**src/rtl/pool_max_2x2_row_if.sv**
```systemverilog
// ---------------------------------------------------------------------------
// pool_max_2x2_row_if
// Bundles the row-in / pooled-row-out signals of pool_max_2x2_row.
//   in_valid        one-cycle strobe, in_data holds a complete conv row
//   in_feature_idx  feature map that owns the incoming row
//   in_data         IN_COLS values, column 0 in the MSBs
//   out_valid       one-cycle strobe, pooled row valid
//   out_feature_idx feature map of the pooled row
//   out_row         pooled row index within the map
//   out_data        IN_COLS/2 pooled values, column 0 in the MSBs
//   map_done        pulses with the final pooled row of a map
//   seq_err         sticky row-sequence violation flag
// modport master: row producer side; modport slave: the pooling block.
// Parameters must match the ones given to pool_max_2x2_row.
// ---------------------------------------------------------------------------
interface pool_max_2x2_row_if #(
    parameter int DATA_WIDTH = 32,
    parameter int IN_COLS    = 6,
    parameter int IN_ROWS    = 6,
    parameter int IDX_WIDTH  = 2
);
    localparam int OUT_COLS = IN_COLS / 2;
    localparam int ROW_W    = (IN_ROWS / 2 > 1) ? $clog2(IN_ROWS / 2) : 1;

    logic                           in_valid;
    logic [IDX_WIDTH-1:0]           in_feature_idx;
    logic [IN_COLS*DATA_WIDTH-1:0]  in_data;
    logic                           out_valid;
    logic [IDX_WIDTH-1:0]           out_feature_idx;
    logic [ROW_W-1:0]               out_row;
    logic [OUT_COLS*DATA_WIDTH-1:0] out_data;
    logic                           map_done;
    logic                           seq_err;

    modport master (
        output in_valid, in_feature_idx, in_data,
        input  out_valid, out_feature_idx, out_row, out_data, map_done, seq_err
    );

    modport slave (
        input  in_valid, in_feature_idx, in_data,
        output out_valid, out_feature_idx, out_row, out_data, map_done, seq_err
    );
endinterface

```
**src/rtl/pool_max_2x2_row.sv**
```systemverilog
// ---------------------------------------------------------------------------
// pool_max_2x2_row
// 2x2 / stride-2 max pooling over whole convolution rows. An even row is
// parked in a line buffer; the following odd row of the same feature map is
// pooled against it and one registered output row is produced a cycle later.
// Ports:
//   clk  rising-edge clock
//   rst  synchronous active-high reset
//   bus  pool_max_2x2_row_if.slave (row input, pooled row output, status)
// Values are IEEE-754 bit patterns compared without NaN/Inf special cases;
// +0 and -0 compare equal and ties go to the earliest operand in the order
// E[2k], E[2k+1], O[2k], O[2k+1].
// ---------------------------------------------------------------------------
module pool_max_2x2_row #(
    parameter int DATA_WIDTH = 32,
    parameter int IN_COLS    = 6,
    parameter int IN_ROWS    = 6,
    parameter int IDX_WIDTH  = 2
) (
    input logic              clk,
    input logic              rst,
    pool_max_2x2_row_if.slave bus
);
    localparam int OUT_COLS = IN_COLS / 2;
    localparam int PAIRS    = IN_ROWS / 2;
    localparam int ROW_W    = (PAIRS > 1) ? $clog2(PAIRS) : 1;
    localparam logic [ROW_W-1:0] LAST_ROW = ROW_W'(PAIRS - 1);

    localparam logic [0:0] ST_WAIT_EVEN = 1'b0;
    localparam logic [0:0] ST_WAIT_ODD  = 1'b1;

    // True when cand is strictly greater than cur. Strictness is what makes
    // the earlier operand win ties in max4 below.
    function automatic logic beats(input logic [DATA_WIDTH-1:0] cand,
                                   input logic [DATA_WIDTH-1:0] cur);
        logic                  cand_neg;
        logic                  cur_neg;
        logic [DATA_WIDTH-2:0] cand_mag;
        logic [DATA_WIDTH-2:0] cur_mag;
        cand_neg = cand[DATA_WIDTH-1];
        cur_neg  = cur[DATA_WIDTH-1];
        cand_mag = cand[DATA_WIDTH-2:0];
        cur_mag  = cur[DATA_WIDTH-2:0];
        if (cand_mag == '0 && cur_mag == '0)
            beats = 1'b0;                    // +0 == -0
        else if (!cand_neg && !cur_neg)
            beats = cand_mag > cur_mag;
        else if (cand_neg && cur_neg)
            beats = cand_mag < cur_mag;
        else
            beats = !cand_neg;               // signs differ: positive wins
    endfunction

    function automatic logic [DATA_WIDTH-1:0] max4(input logic [DATA_WIDTH-1:0] a,
                                                   input logic [DATA_WIDTH-1:0] b,
                                                   input logic [DATA_WIDTH-1:0] c,
                                                   input logic [DATA_WIDTH-1:0] d);
        logic [DATA_WIDTH-1:0] w;
        w = a;
        if (beats(b, w)) w = b;
        if (beats(c, w)) w = c;
        if (beats(d, w)) w = d;
        max4 = w;
    endfunction

    logic [0:0]                     state_reg;
    logic [ROW_W-1:0]               row_cnt_reg;
    logic [IDX_WIDTH-1:0]           buf_idx_reg;
    logic [DATA_WIDTH-1:0]          line_buf_reg [IN_COLS];
    logic                           out_valid_reg;
    logic [IDX_WIDTH-1:0]           out_idx_reg;
    logic [ROW_W-1:0]               out_row_reg;
    logic [OUT_COLS*DATA_WIDTH-1:0] out_data_reg;
    logic                           map_done_reg;
    logic                           seq_err_reg;

    logic [DATA_WIDTH-1:0]          in_col   [IN_COLS];
    logic [DATA_WIDTH-1:0]          pooled   [OUT_COLS];
    logic                           idx_match;

    assign idx_match = (bus.in_feature_idx == buf_idx_reg);

    // Unpack the incoming row; column 0 sits in the MSBs.
    generate
        for (genvar gi = 0; gi < IN_COLS; gi++) begin : g_in_col
            assign in_col[gi] = bus.in_data[(IN_COLS-1-gi)*DATA_WIDTH +: DATA_WIDTH];
        end
        for (genvar gi = 0; gi < OUT_COLS; gi++) begin : g_pool
            assign pooled[gi] = max4(line_buf_reg[2*gi], line_buf_reg[2*gi+1],
                                     in_col[2*gi],       in_col[2*gi+1]);
        end
    endgenerate

    always_ff @(posedge clk) begin
        if (rst) begin
            state_reg     <= ST_WAIT_EVEN;
            row_cnt_reg   <= '0;
            buf_idx_reg   <= '0;
            for (int c = 0; c < IN_COLS; c++)
                line_buf_reg[c] <= '0;
            out_valid_reg <= 1'b0;
            out_idx_reg   <= '0;
            out_row_reg   <= '0;
            out_data_reg  <= '0;
            map_done_reg  <= 1'b0;
            seq_err_reg   <= 1'b0;
        end else begin
            out_valid_reg <= 1'b0;
            map_done_reg  <= 1'b0;
            if (bus.in_valid) begin
                if (state_reg == ST_WAIT_EVEN) begin
                    for (int c = 0; c < IN_COLS; c++)
                        line_buf_reg[c] <= in_col[c];
                    buf_idx_reg <= bus.in_feature_idx;
                    // A different map starting: pooled-row numbering restarts.
                    if (!idx_match)
                        row_cnt_reg <= '0;
                    state_reg <= ST_WAIT_ODD;
                end else if (idx_match) begin
                    out_valid_reg <= 1'b1;
                    out_idx_reg   <= buf_idx_reg;
                    out_row_reg   <= row_cnt_reg;
                    for (int c = 0; c < OUT_COLS; c++)
                        out_data_reg[(OUT_COLS-1-c)*DATA_WIDTH +: DATA_WIDTH] <= pooled[c];
                    map_done_reg  <= (row_cnt_reg == LAST_ROW);
                    row_cnt_reg   <= (row_cnt_reg == LAST_ROW) ? '0 : row_cnt_reg + 1'b1;
                    state_reg     <= ST_WAIT_EVEN;
                end else begin
                    // Odd row from the wrong map: drop the parked row and
                    // treat this one as the start of a fresh pair.
                    seq_err_reg <= 1'b1;
                    for (int c = 0; c < IN_COLS; c++)
                        line_buf_reg[c] <= in_col[c];
                    buf_idx_reg <= bus.in_feature_idx;
                    row_cnt_reg <= '0;
                end
            end
        end
    end

    assign bus.out_valid       = out_valid_reg;
    assign bus.out_feature_idx = out_idx_reg;
    assign bus.out_row         = out_row_reg;
    assign bus.out_data        = out_data_reg;
    assign bus.map_done        = map_done_reg;
    assign bus.seq_err         = seq_err_reg;

endmodule
```
**src/flat_wrapper.sv**
```systemverilog
// flat-port wrapper written by rule: the top's interface ports become plain ports
module pool_max_2x2_row_flat 
#(
    parameter int DATA_WIDTH = 32,
    parameter int IN_COLS    = 6,
    parameter int IN_ROWS    = 6,
    parameter int IDX_WIDTH  = 2
)
  (clk, rst, bus_in_valid, bus_in_feature_idx, bus_in_data, bus_out_valid, bus_out_feature_idx, bus_out_row, bus_out_data, bus_map_done, bus_seq_err);
  pool_max_2x2_row_if #(.DATA_WIDTH(DATA_WIDTH), .IN_COLS(IN_COLS), .IN_ROWS(IN_ROWS), .IDX_WIDTH(IDX_WIDTH)) bus_i ();
  input logic clk;
  input logic rst;
  input wire logic [$bits(bus_i.in_valid)-1:0] bus_in_valid;
  input wire logic [$bits(bus_i.in_feature_idx)-1:0] bus_in_feature_idx;
  input wire logic [$bits(bus_i.in_data)-1:0] bus_in_data;
  output wire logic [$bits(bus_i.out_valid)-1:0] bus_out_valid;
  output wire logic [$bits(bus_i.out_feature_idx)-1:0] bus_out_feature_idx;
  output wire logic [$bits(bus_i.out_row)-1:0] bus_out_row;
  output wire logic [$bits(bus_i.out_data)-1:0] bus_out_data;
  output wire logic [$bits(bus_i.map_done)-1:0] bus_map_done;
  output wire logic [$bits(bus_i.seq_err)-1:0] bus_seq_err;
  assign bus_i.in_valid = bus_in_valid;
  assign bus_i.in_feature_idx = bus_in_feature_idx;
  assign bus_i.in_data = bus_in_data;
  assign bus_out_valid = bus_i.out_valid;
  assign bus_out_feature_idx = bus_i.out_feature_idx;
  assign bus_out_row = bus_i.out_row;
  assign bus_out_data = bus_i.out_data;
  assign bus_map_done = bus_i.map_done;
  assign bus_seq_err = bus_i.seq_err;
  pool_max_2x2_row #(.DATA_WIDTH(DATA_WIDTH), .IN_COLS(IN_COLS), .IN_ROWS(IN_ROWS), .IDX_WIDTH(IDX_WIDTH)) u_core (.clk(clk), .rst(rst), .bus(bus_i));
endmodule
```
**config.mk**
```make
export PLATFORM = sky130hd
export DESIGN_NAME = pool_max_2x2_row_flat
export DESIGN_NICKNAME = d
export VERILOG_FILES = /design/src/rtl/pool_max_2x2_row_if.sv /design/src/rtl/pool_max_2x2_row.sv /design/src/flat_wrapper.sv
export SDC_FILE = /design/constraint.sdc
export NUM_CORES = 1
export LEC_CHECK = 0
export CORE_MARGIN = 2
export CORE_UTILIZATION = 32
export DETAILED_ROUTE_END_ITERATION = 8
export HOLD_SLACK_MARGIN = 0.03
export PLACE_DENSITY = 0.62
export SYNTH_ARGS = -nofsm -noshare
export SYNTH_HDL_FRONTEND = slang
export SYNTH_SLANG_ARGS = --single-unit
export TNS_END_PERCENT = 5
```
**constraint.sdc**
```tcl
create_clock -name clk -period 12 [get_ports clk]
set_clock_uncertainty 0.15 [all_clocks]
set_input_delay 2.4 -clock clk [delete_from_list [all_inputs] [get_ports clk]]
set_output_delay 2.4 -clock clk [all_outputs]
set_load 0.01 [all_outputs]
```
# Yosys cells after proc, flatten, opt, wreduce, memory -nomap -nowiden
# Memories as Yosys holds them, arrays and structs flattened.
# Index checks and enable logic that the tools add are counted.
# W data, S select, Z words.
op_classes:
  add_sub_neg: 1
  n_mul: 0
  n_div: 0
  order_cmp: 18
  n_eq_ne: 4
  shift: 0
  n_mux: 67
  bitwise_logic: 15
  reduce_logical: 69
ops:
  columns: ["cell", "n"]
  rows:
  - ["$mux W32", 21]
  - ["$logic_not A31 Y1", 18]
  - ["$gt A31 B31 Y1", 9]
  - ["$lt A31 B31 Y1", 9]
  - ["$mux W1", 40]
  - ["$logic_and A1 B1 Y1", 27]
  - ["$logic_not A1 Y1", 18]
  - ["$mux W2", 6]
  - ["$or A1 B1 Y1", 12]
  - ["$reduce_and A3 Y1", 2]
  - ["$reduce_and A2 Y1", 2]
  - ["$reduce_or A4 Y1", 1]
  - ["$not A1 Y1", 3]
  - ["$reduce_or A3 Y1", 1]
  - ["$add A2 B1 Y2 const B", 1]
  - ["$eq A2 B2 Y1", 1]
  - ["$eq A2 B2 Y1 const B", 1]
  - ["$ne A2 B1 Y1 const B", 1]
  - ["$ne A2 B2 Y1 const B", 1]
word_totals:
  ff_bits: 108
  latch_bits: 0
  ramBits: 192
  romBits: 0
  word_cells: 184
  memories: 1
memory_table:
  columns: ["name", "words", "width", "rd", "rd_clocked_by_memory_dff", "wr", "line", "rtl"]
  rows:
  - ["u_core.line_buf_reg", 6, 32, 6, 0, 6, "pool_max_2x2_row.sv:69", "logic [DATA_WIDTH-1:0] line_buf_reg [IN_COLS];"]

# Logic depth before layout (Yosys ltp)
logic_depth:
  ltp_word: 15
  ltp_mapped: 47
  depth_no_buf: 42

# Least setup slack after synthesis
# No wires, ideal clock.
synth_timing:
  path_kind: "register to register"
  from: "mem u_core.line_buf_reg[5][4] (netlist: u_core.line_buf_reg[0][164])"
  to: "reg u_core.out_data_reg[10] (netlist: u_core.bus.out_data[10])"
  setup_time_ns: 0.119
  arrival_time_ns: 9.172
  setup_slack_ns: 2.559
  path_stages_with_launch: 46
  n_path_buf: 5
  path_cell_list: "edfxtp_1 -> ha_1 -> a211oi_2 -> nor2_1 -> o31a_1 -> o41ai_4 -> nand4b_1 -> nand2_1 -> clkbuf_1 -> buf_1 -> nor2_1 -> a21oi_1 -> ha_1 -> a21o_1 -> a21o_1 -> a21o_1 -> a21o_1 -> a21o_1 -> [... 10 more ...] -> a21oi_1 -> nor2b_1 -> o21ai_0 -> nand2b_1 -> a21oi_1 -> nor2b_1 -> o21ai_0 -> nand2b_1 -> a21oi_1 -> o21ai_0 -> or4bb_1 -> or2_2 -> a211oi_1 -> nor4_2 -> mux2_4 -> buf_6 -> a21o_1 -> o221a_2"
synth_lines:
  columns: ["item", "line", "rtl"]
  rows:
  - ["from (decl)", "pool_max_2x2_row.sv:69", null]
  - ["to (signal, indexed assignment)", "pool_max_2x2_row.sv:124", "out_data_reg[(OUT_COLS-1-c)*DATA_WIDTH +: DATA_WIDTH] <= pooled[c];"]
  - ["to (decl)", "pool_max_2x2_row.sv:73", "logic [OUT_COLS*DATA_WIDTH-1:0] out_data_reg;"]

==> metrics.md <==
| Metric | Value |
|---|---|
| Status | `finished, final reports clean` |
| Chip width | `266 um` |
| Synth warn | `0` |
| Clock power share | `33.9%` |
| # hold bufs at CTS | `0` |
| Final hold violations | `0` |
| Core Rows | `96` |
| Initial Util | `32.2%` |
| Initial drt markers | `1624` |
| Drt pass-1 iters | `5` |
| Setup TNS | `0 ns` |
| Max Cap Viol | `0` |
| GRT Residual Overflow | `0` |
| PD cells | `138 mW/mm2` |
| RSZ-0062 raised after global routing | `false` |
| Least-Margin Pin Slew | `1.15 ns` |
| TritonCTS clock tree | `done` |
| Switch share | `35.5%` |
| Core area | `0.0683 mm2` |
| Seq cells post-synth | `300` |
| Final setup violating endpoints | `0` |
| Vias/cell | `5.77` |
| Clock buffer depth | `3` |
| Fmax | `90.6 MHz` |
| Switch Pwr | `1330 uW` |
| Die Footprint | `0.0709 mm2` |
| Slew Viols, Final | `0` |
| Synth Instances | `2400` |
| Final Critical Period | `11.04 ns` |
| Fin nets | `3099` |
| CP dominant cell by count | `a21oi_1` |
| WS Path Type | `reg -> reg` |
| Clock latency on the worst-skew pair | `0.58 ns` |
| Mapped Nets | `2855` |
| Cells after DPL | `3483` |
| Vias | `20500` |
| Share of flip-flops with an asynchronous set or reset | `0%` |
| First-pass GRT wire length | `127000 um` |
| Count of input and output buffers | `299` |
| Multi-input logic area | `0.0130 mm2` |
| Pin count of the biggest net entering global routing | `88` |
| H-tree depth | `2` |
| DRC | `0` |
| Ports | `300` |
| Root buf cell | `clkbuf_16` |
| Num CTS Buffers | `41` |
| Delay of the slowest critical-path stage | `0.66 ns` |
| Sequential share of the synthesized area | `36.0%` |
| Largest cells by area after synthesis | `edfxtp_1 26%, ha_1 15%, dfxtp_1 9.8%` |
| Seq pwr share | `33.2%` |
| Total chip power | `3740 uW` |
| Comb pwr share | `32.9%` |
| All-Layer GR Usage | `23.3%` |
| Cell-internal power | `2410 uW` |
| Clock Pin Slew Worst Setup and Hold Paths | `0.06 ns` |
| Critical path arrival | `11.36 ns` |
| Primary FF master, synth | `edfxtp_1` |
| DRT antenna net count | `0` |
| Mapped Area | `0.0220 mm2` |
| Worst EP required | `12.32 ns` |
| FF+latch area | `0.00793 mm2` |
| Post_cts resized | `0` |
| Yosys cell types | `93` |
| Post-CTS Repair Setup Buffers | `0` |
| Commonest non-fill, non-tap cell in the layout | `clkdlybuf4s50_1` |
| Slowest cell on crit path | `mux2i_1` |
| Synth-to-Final Area Change | `23.4%` |
| Max_slew headroom | `23.1%` |
| Fin cells | `3561` |
| Most frequent cells in the layout | `298 x clkdlybuf4s50_1, 258 x ha_1, 196 x a21oi_1` |
| Number of synthesized flops with an enable pin | `192` |
| Worst hold path class | `reg -> reg` |
| Initial antenna violation count | `2` |
| Aggregate routed wire length | `84800 um` |
| Clk sinks | `300` |
| Syn Area/Cell | `9.18 um2` |
| Crit end category | `flop` |
| Routed wire length per instance | `23.8 um` |
| Fin crit share | `92.0%` |
| Fillers | `6612` |
| Leakage | `0.0107 uW` |
| Critical Path Start Type | `flop` |
| Layout cells sized above 1 | `7.92%` |
| Gpl congestion | `0.947` |
| Largest fanout on the critical path | `60` |
| Worst slack, placed | `1.17 ns` |
| Die Ht | `266 um` |
| Setup ws final | `0.957 ns` |
| Top cell type's share of synthesized area | `26.2%` |
| Vias in the first global route | `20800` |
| Maximum VDD drop | `100 uV` |
| R2R setup slack | `0.96 ns` |
| Max reg flops | `192` |
| Hpwl dp | `65500 um` |
| Post-synth top area cell | `edfxtp_1` |
layer usage:
| layer | track usage, % | routed length [um] | vias to the layer above | share of wire (%) |
|---|---|---|---|---|
| met3 | 4.48 | 6060 | 148 | 7.1 |
| met1 | 30.6 | 36600 | 10000 | 43 |
| met4 | 8.09 | 2770 | 2 | 3.3 |
| li1 | - | - | 9522 | - |
| met5 | 0 | 9 | - | 0.011 |
| met2 | 38.2 | 39300 | 832 | 46 |
per-stage QoR:
step / util [%] / area [um2] / hold WS, ns
floorplan: - / 22000 / 0.307
global placement: 37.7 / 25800 / 0.299
detailed placement: 37.7 / 25800 / 0.299
CTS: 39.8 / 27200 / 0.307
global route: 39.8 / 27200 / 0.316
finish: 39.8 / 27200 / 0.304
cell type report:
cell class              instances  share of cell area [%]
repair buffers                319                    11.6
flip-flops and latches        300                    29.2
clock buffers                  50                    4.24
clock inverters                25                   0.815
inverters                     179                    2.47
multi-input cells            1803                    47.7
diodes                          3                  0.0276
well taps                     882                    4.06
synth_stat cells, types with 22 or more instances:
cell type  count
nor2_1       152
a21oi_1      196
a22oi_1       33
o21ai_0      149
nand4_1       78
clkbuf_1      74
o31ai_1       40
nor4_1        91
mux2_2        45
nand2_1       94
or4_1         35
inv_1        179
ha_1         258
nor3_1        93
nand3_1       28
a21o_1        92
mux2i_1       22
dfxtp_1      108
o221a_2       28
edfxtp_1     192
and2_1       144
kinds of logic (layout without fill, tap and decap cells):
family          Yosys count  count (layout)  share of synthesized area [%]
mux                      71              71                           3.64
other cells               0               3                              0
buf+inv                 297             573                           5.47
simple gates            804             804                           20.1
xor+xnor                 18              18                          0.716
fa+ha+maj               264             264                           14.9
compound gates          646             646                           19.2
flops                   300             300                           36.0
power by group through the flow:
stage          registers, uW  logic [uW]  clock network [uW]
2_1_floorplan           1250         773                   0
3_3_place_gp            1260        1180                   0
3_5_place_dp            1260        1210                   0
4_1_cts                 1240        1220                1280
5_1_grt                 1250        1350                1320
6_report                1240        1230                1270
critical path, delay by kind of cell, from the launching register on:
family	cells	cell delay, ns
buf+inv	1	0.50
compound gates	13	2.58
mux	3	1.57
flops	1	0.44
simple gates	19	4.63
fa+ha+maj	3	1.00
worst paths after layout:
kind | from | end | cells past startpoint
setup / recovery | u_core.line_buf_reg[0][189] | u_core.bus.out_data[26] | 39
hold / removal | u_core.bus.out_feature_idx[1] | u_core.bus.out_feature_idx[1] | 2
setup reg to reg | u_core.line_buf_reg[0][189] | u_core.bus.out_data[26] | 39
hold reg to reg | u_core.bus.out_feature_idx[1] | u_core.bus.out_feature_idx[1] | 2
Note: power is estimated with default switching activity, not from simulation.
